### config.mk
export PLATFORM = sky130hd
export DESIGN_NAME = dmem_pp_ctrl
export DESIGN_NICKNAME = d
export VERILOG_FILES = /design/src/rtl/dmem_pp_pkg.sv /design/src/rtl/dmem_skid_fifo.sv /design/src/rtl/dmem_pp_ctrl.sv
export SDC_FILE = /design/constraint.sdc
export NUM_CORES = 1
export LEC_CHECK = 0
export CAP_MARGIN = 0
export CORE_MARGIN = 2
export CORE_UTILIZATION = 44
export CTS_CLUSTER_SIZE = 25
export DETAILED_ROUTE_END_ITERATION = 8
export PLACE_DENSITY = 0.76
export SLEW_MARGIN = 20
export SYNTH_ARGS = -nofsm -noshare
export SYNTH_HDL_FRONTEND = slang
export SYNTH_SLANG_ARGS = --single-unit
### constraint.sdc
create_clock -name clk -period 1.8 [get_ports clk]
set_input_delay 0.54 -clock clk [delete_from_list [all_inputs] [get_ports clk]]
set_output_delay 0.54 -clock clk [all_outputs]
set_load 0.01 [all_outputs]
### src/rtl/dmem_pp_pkg.sv
// rtl/dmem_pp_pkg.sv - shared types and constants for the dmem ping-pong controller
package dmem_pp_pkg;

  typedef enum logic {
    WR_FILL = 1'b0,
    WR_FULL = 1'b1
  } wr_state_e;

  typedef enum logic {
    RD_EMPTY  = 1'b0,
    RD_ACTIVE = 1'b1
  } rd_state_e;

  localparam int SKID_DEPTH = 2;

endpackage

### src/rtl/dmem_skid_fifo.sv
// rtl/dmem_skid_fifo.sv - two-entry skid FIFO catching dmem read data
module dmem_skid_fifo
  import dmem_pp_pkg::*;
#(
  parameter int BITS = 32
) (
  input  logic            clk,
  input  logic            rst_n,
  input  logic            clr,
  input  logic            push,
  input  logic [BITS-1:0] push_data,
  input  logic            pop,
  output logic [BITS-1:0] head,
  output logic [1:0]      cnt
);

  logic [BITS-1:0] mem [SKID_DEPTH];
  logic            wr_ptr;
  logic            rd_ptr;
  logic            pop_ok;
  logic            push_ok;

  // The reader's issue throttle keeps pushes within capacity; the guards only
  // protect pointer state if a caller ever breaks that contract.
  assign pop_ok  = pop && (cnt != 2'd0);
  assign push_ok = push && ((cnt != 2'(SKID_DEPTH)) || pop_ok);
  assign head    = mem[rd_ptr];

  always_ff @(posedge clk or negedge rst_n) begin
    if (!rst_n) begin
      for (int i = 0; i < SKID_DEPTH; i++) mem[i] <= '0;
      wr_ptr <= 1'b0;
      rd_ptr <= 1'b0;
      cnt    <= 2'd0;
    end else if (clr) begin
      for (int i = 0; i < SKID_DEPTH; i++) mem[i] <= '0;
      wr_ptr <= 1'b0;
      rd_ptr <= 1'b0;
      cnt    <= 2'd0;
    end else begin
      if (push_ok) begin
        mem[wr_ptr] <= push_data;
        wr_ptr      <= ~wr_ptr;
      end
      if (pop_ok) rd_ptr <= ~rd_ptr;
      cnt <= cnt + {1'b0, push_ok} - {1'b0, pop_ok};
    end
  end

endmodule

### src/rtl/dmem_pp_ctrl.sv
// rtl/dmem_pp_ctrl.sv - ping-pong bank controller driving the PE data memory pins
module dmem_pp_ctrl
  import dmem_pp_pkg::*;
#(
  parameter int BITS = 32,
  parameter int ADDR = 9
) (
  input  logic            clk,
  input  logic            rst_n,
  input  logic            en,
  input  logic            flush,
  input  logic [ADDR-2:0] frame_len,
  input  logic            in_valid,
  input  logic [BITS-1:0] in_data,
  output logic            in_ready,
  output logic            out_valid,
  output logic [BITS-1:0] out_data,
  input  logic            out_ready,
  output logic            cen,
  output logic            gwen,
  output logic [ADDR-1:0] addr_r,
  output logic [ADDR-1:0] addr_w,
  output logic [BITS-1:0] data_i,
  input  logic [BITS-1:0] data_o,
  output logic            bank_o,
  output logic            swap_o
);

  localparam int OFF = ADDR - 1;

  wr_state_e       wr_state_q, wr_state_d;
  rd_state_e       rd_state_q, rd_state_d;
  logic [OFF-1:0]  wr_off_q, wr_off_d, wr_len_q, wr_len_d;
  logic [OFF-1:0]  rd_off_q, rd_off_d, rd_len_q, rd_len_d;
  logic            rb_q, rb_d;
  logic            started_q;
  logic            wr_pend_q, inflight_q, swap_q;
  logic [BITS-1:0] data_i_q;
  logic [ADDR-1:0] addr_w_q;
  logic            accept, pop, rd_issue, swap;
  logic [2:0]      occ;
  logic [1:0]      fifo_cnt;
  logic [BITS-1:0] fifo_head;

  always_ff @(posedge clk or negedge rst_n) begin
    if (!rst_n) begin
      wr_state_q <= WR_FILL;
      rd_state_q <= RD_EMPTY;
      wr_off_q   <= '0;
      wr_len_q   <= '0;
      rd_off_q   <= '0;
      rd_len_q   <= '0;
      rb_q       <= 1'b0;
      started_q  <= 1'b0;
    end else if (flush) begin
      wr_state_q <= WR_FILL;
      rd_state_q <= RD_EMPTY;
      wr_off_q   <= '0;
      wr_len_q   <= '0;
      rd_off_q   <= '0;
      rd_len_q   <= '0;
      rb_q       <= 1'b0;
      started_q  <= 1'b0;
    end else begin
      wr_state_q <= wr_state_d;
      rd_state_q <= rd_state_d;
      wr_off_q   <= wr_off_d;
      wr_len_q   <= wr_len_d;
      rd_off_q   <= rd_off_d;
      rd_len_q   <= rd_len_d;
      rb_q       <= rb_d;
      started_q  <= 1'b1;
    end
  end

  always_comb begin
    wr_state_d = wr_state_q;
    rd_state_d = rd_state_q;
    wr_off_d   = wr_off_q;
    wr_len_d   = wr_len_q;
    rd_off_d   = rd_off_q;
    rd_len_d   = rd_len_q;
    rb_d       = rb_q;

    // started_q holds the writer out for one cycle so wr_len can latch frame_len.
    in_ready = en && started_q && (wr_state_q == WR_FILL);
    accept   = in_valid && in_ready;
    pop      = out_valid && out_ready;
    occ      = {1'b0, fifo_cnt} + {2'b0, inflight_q};
    rd_issue = (rd_state_q == RD_ACTIVE) && en && (occ < (3'd2 + {2'b0, pop}));
    swap     = (wr_state_q == WR_FULL) && (rd_state_q == RD_EMPTY) && !inflight_q && en;

    if (!started_q) wr_len_d = frame_len;

    if (accept) begin
      if (wr_off_q == wr_len_q) wr_state_d = WR_FULL;
      else                      wr_off_d   = wr_off_q + 1'b1;
    end

    if (rd_issue) begin
      if (rd_off_q == rd_len_q) rd_state_d = RD_EMPTY;
      else                      rd_off_d   = rd_off_q + 1'b1;
    end

    // Swap excludes accept and issue by state, so these overrides never collide.
    if (swap) begin
      rb_d       = ~rb_q;
      rd_len_d   = wr_len_q;
      wr_len_d   = frame_len;
      wr_off_d   = '0;
      rd_off_d   = '0;
      wr_state_d = WR_FILL;
      rd_state_d = RD_ACTIVE;
    end
  end

  always_ff @(posedge clk or negedge rst_n) begin
    if (!rst_n) begin
      wr_pend_q  <= 1'b0;
      inflight_q <= 1'b0;
      swap_q     <= 1'b0;
      data_i_q   <= '0;
      addr_w_q   <= '0;
    end else if (flush) begin
      wr_pend_q  <= 1'b0;
      inflight_q <= 1'b0;
      swap_q     <= 1'b0;
      data_i_q   <= '0;
      addr_w_q   <= '0;
    end else begin
      wr_pend_q  <= accept;
      inflight_q <= rd_issue;
      swap_q     <= swap;
      if (accept) begin
        data_i_q <= in_data;
        addr_w_q <= {~rb_q, wr_off_q};
      end
    end
  end

  dmem_skid_fifo #(.BITS(BITS)) u_fifo (
    .clk       (clk),
    .rst_n     (rst_n),
    .clr       (flush),
    .push      (inflight_q),
    .push_data (data_o),
    .pop       (pop),
    .head      (fifo_head),
    .cnt       (fifo_cnt)
  );

  assign out_valid = (fifo_cnt != 2'd0);
  assign out_data  = fifo_head;
  assign cen       = ~(rd_issue | wr_pend_q);
  assign gwen      = 1'b1;
  assign addr_r    = {rb_q, rd_off_q};
  assign addr_w    = addr_w_q;
  assign data_i    = data_i_q;
  assign bank_o    = rb_q;
  assign swap_o    = swap_q;

endmodule
==> results.py <==
metrics = {
    "pwr": {
        "internal-power_uw": 6233,
        "p_sw_uw": 2001,
        "ir_drop_v": 0.0006031,
        "combPwrFrac_pct": 13.0,
        "pwr-share-clk_pct": 45.1,
        "p_per_area_nw_per_um2": 856.8,
        "fin_total_pwr_uw": 8235,
        "power.share.sequential_pct": 41.9,
        "switching_share_pct": 24.30,
        "total_leakage_power_uw": 0.004543,
    },
    "worst_setup_path": {
        "required_ns": 1.26,
        "crit_path_max_fanout": 8,
        "rr_endpoint": "rd_off_q[7]",
        "crit_start": "u_fifo.rd_ptr",
        "crit_arrival_ns": 1.62,
        "r2r-start": "inflight_q",
        "worstRegToRegCells": 7,
        "ff2ff_setup_slack_ns": -0.16,
        "critPathKind": "register to output port",
        "cp-end-kind": "output port",
        "cp-start-kind": "register",
    },
    "sta": {
        "period_needed_ns": 2.163,
        "hold_viol": 0,
        "fin_crit_sh_pct": 120.1,
        "clock.fmax_mhz": 462.4,
        "worst_slack_ns": -0.3626,
        "holdWs_ns": 0.5055,
        "setup_viol": 39,
        "rsz0062_at_grt": "true",
        "maxSlewViolCount": 0,
        "skew_ns": 0.006046,
    },
    "drt": {
        "drtPass1Iterations": 4,
        "drt_iter0_markers": 335,
        "via_per_inst": 5.449,
        "num_vias": 5476,
        "ant_nets": 0,
        "routed_wl_um": 17640,
        "drc": 0,
        "wl_per_cell_um": 17.55,
    },
    "synthesis": {
        "synth_area_sq_um": 6387,
        "ys_warn_count": 0,
        "yosys_most_used_dff": "dfrtp_1",
        "syn_inst": 599,
        "synth.distinct_cells": 34,
        "ys_top_cells_by_area": "dfrtp_1 (58%), a22o_1 (8.8%), nand2_1 (6.8%)",
        "synth_top_area_cell": "dfrtp_1",
        "ys_ff_latch": 148,
        "ys_async_sr_fraction_pct": 100.0,
        "synth_edf_count": 0,
        "synth_fp_nets": 683,
        "yosys.area.top_type_share_pct": 57.98,
        "syn_avg_cell_area_sq_um": 10.66,
        "synth-seq-area-share_pct": 57.98,
    },
    "global_routing": {
        "grt_util_all_layers_pct": 23.59,
        "grt_first_pass_wirelength_um": 29610,
        "grt_overflow": 0,
        "grt_pass1_vias": 5851,
        "grt_max_degree": 53,
        "antenna_found_initial": 1,
    },
    "placement": {
        "io_buffers": 164,
        "gp_congestion": 0.8118,
        "place_inst": 961,
        "hpwlAfterDp_um": 11580,
        "place_area_sq_um": 8651,
    },
    "cells_and_area": {
        "fin_cells": 1005,
        "layout_common_cells": "dfrtp_1 (146), nand2_1 (115), clkdlybuf4s50_1 (73)",
        "drive_gt1_share_pct": 23.78,
        "final_cell_area_sq_um": 9610,
        "layout.nets": 891,
        "mostFrequentLayoutCell": "dfrtp_1",
        "synthToLayoutAreaGrowth_pct": 50.46,
    },
    "clocking": {
        "clk_pin_slew_worst_paths_ns": 0.06,
        "cts_tree": "built",
        "cts_max_level": 4,
        "root_buffer": "clkbuf_16",
        "cts_sinks": 148,
        "insertion_delay_ns": 0.42,
        "cts_buffer_depth": 2,
        "tritoncts.num_buffers": 17,
    },
    "floorplanning": {
        "fp.dieW_um": 124.5,
        "die_h_um": 124.5,
        "start_util_pct": 44.45,
        "core_area_sq_um": 14370,
        "boundaryPins": 166,
        "rows": 44,
        "die_area_sq_um": 15500,
    },
    "outcome": {
        "outcome": "finished with violations",
        "violations": "setup timing",
    },
    "job": {
        "cap_viol_max_count": 0,
    },
    "worst_hold_path": {
        "whs_endpoint": "u_fifo.mem[34]",
        "min_path_cells": 1,
        "hold_class": "register to register",
        "hold_start": "u_fifo.mem[34]",
    },
}
==> Yosys cell counts, types with 4 or more instances <==
| cell type | number |
|---|---|
| a21oi_1 | 71 |
| a22o_1 | 64 |
| and3_1 | 4 |
| buf_2 | 8 |
| clkbuf_1 | 32 |
| dfrtp_1 | 148 |
| ha_1 | 6 |
| inv_1 | 6 |
| mux2_2 | 32 |
| nand2_1 | 116 |
| nand3_1 | 18 |
| nand4_1 | 4 |
| nor2_1 | 20 |
| o21ai_0 | 6 |
| o21ai_1 | 8 |
| or3_1 | 9 |
| or4_1 | 4 |
| xnor2_1 | 20 |
==> timing repair <==
action / 4_1_cts / 5_1_grt
hold buffers: 1 / 0
setup buffers: 8 / 4
hold endpoints to repair: 21 / 0
cloned: 2 / 0
pin swaps: 9 / 3
gates resized for setup: 264 / 48
endpoints found under the setup margin: 180 / 116
==> per-stage QoR <==
stage / TNS [ns] / setup slack, ns / util, %
global placement: -54.60 / -0.6522 / 60.21
detailed placement: -64.16 / -0.6974 / 60.21
finish: -9.591 / -0.3626 / 66.88
global route: -11.73 / -0.4188 / 66.87
floorplan: -0.002874 / -0.002874 / -
CTS: -11.58 / -0.3666 / 66.00
==> critical path, stage by stage (launching register included) <==
cell and delay, ns:
dfrtp_2 0.48, buf_12 0.18, buf_6 0.11, mux2_4 0.30, buf_6 0.12
==> how the worst max path moves through the flow <==
| stage | endpoint | slack (ns) | cells past startpoint |
|---|---|---|---|
| after global routing | cen | -0.42 | 5 |
| after detailed placement | wr_off_q[5] | -0.70 | 7 |
| after CTS | cen | -0.37 | 5 |
| after global placement | cen | -0.65 | 5 |
| final | out_data[27] | -0.36 | 4 |
| after floorplan | rd_off_q[7] | -0.003 | 6 |
==> registers in the layout, indices dropped and copies added (netlist names) <==
name	flops
rd_len_q	8
u_fifo.wr_ptr	1
wr_len_q	8
rd_off_q	8
wr_state_q	1
wr_off_q	8
addr_w	9
bank_o	1
rd_state_q	1
wr_pend_q	1
u_fifo.cnt	2
swap_o	1
u_fifo.rd_ptr	1
started_q	1
inflight_q	1
u_fifo.mem	64
data_i	32
==> cell families (layout without fill, tap and decap cells) <==
| group | after synthesis | count (layout) | synth area share, % |
|---|---|---|---|
| other cells | 1 | 2 | 0.05871 |
| fa+ha+maj | 6 | 6 | 1.175 |
| flops | 148 | 148 | 57.98 |
| compound gates | 156 | 156 | 16.28 |
| mux | 33 | 33 | 5.798 |
| simple gates | 182 | 182 | 12.42 |
| buf+inv | 51 | 272 | 3.271 |
| xor+xnor | 22 | 22 | 3.017 |
==> layout make-up <==
| class | instances | area (sq um) |
|---|---|---|
| flip-flops and latches | 148 | 3706 |
| diodes | 1 | 2.502 |
| repair buffers | 232 | 2298 |
| well taps | 184 | 230.2 |
| multi-input cells | 400 | 2721 |
| inverters | 8 | 32.53 |
| clock buffers | 21 | 470.5 |
| fillers | 1051 | 4758 |
| clock inverters | 11 | 148.9 |
==> power groups by stage <==
stage          sequential [uW]  combinational [uW]  clock (uW)
2_1_floorplan             3500                 362           0
3_3_place_gp              3490                 899           0
3_5_place_dp              3490                 928           0
4_1_cts                   3440                1090        3750
5_1_grt                   3460                1160        3930
6_report                  3450                1070        3710
==> layer usage <==
metal  up-vias  track usage [%]  share of wire [%]
met1      2737            30.14                 43
met5         -                0                  0
met4         0            7.469                1.7
met2       193            39.18                 49
met3        24            6.486                6.5
li1       2522                -                  -
Note: power is estimated with default switching activity, not from simulation.
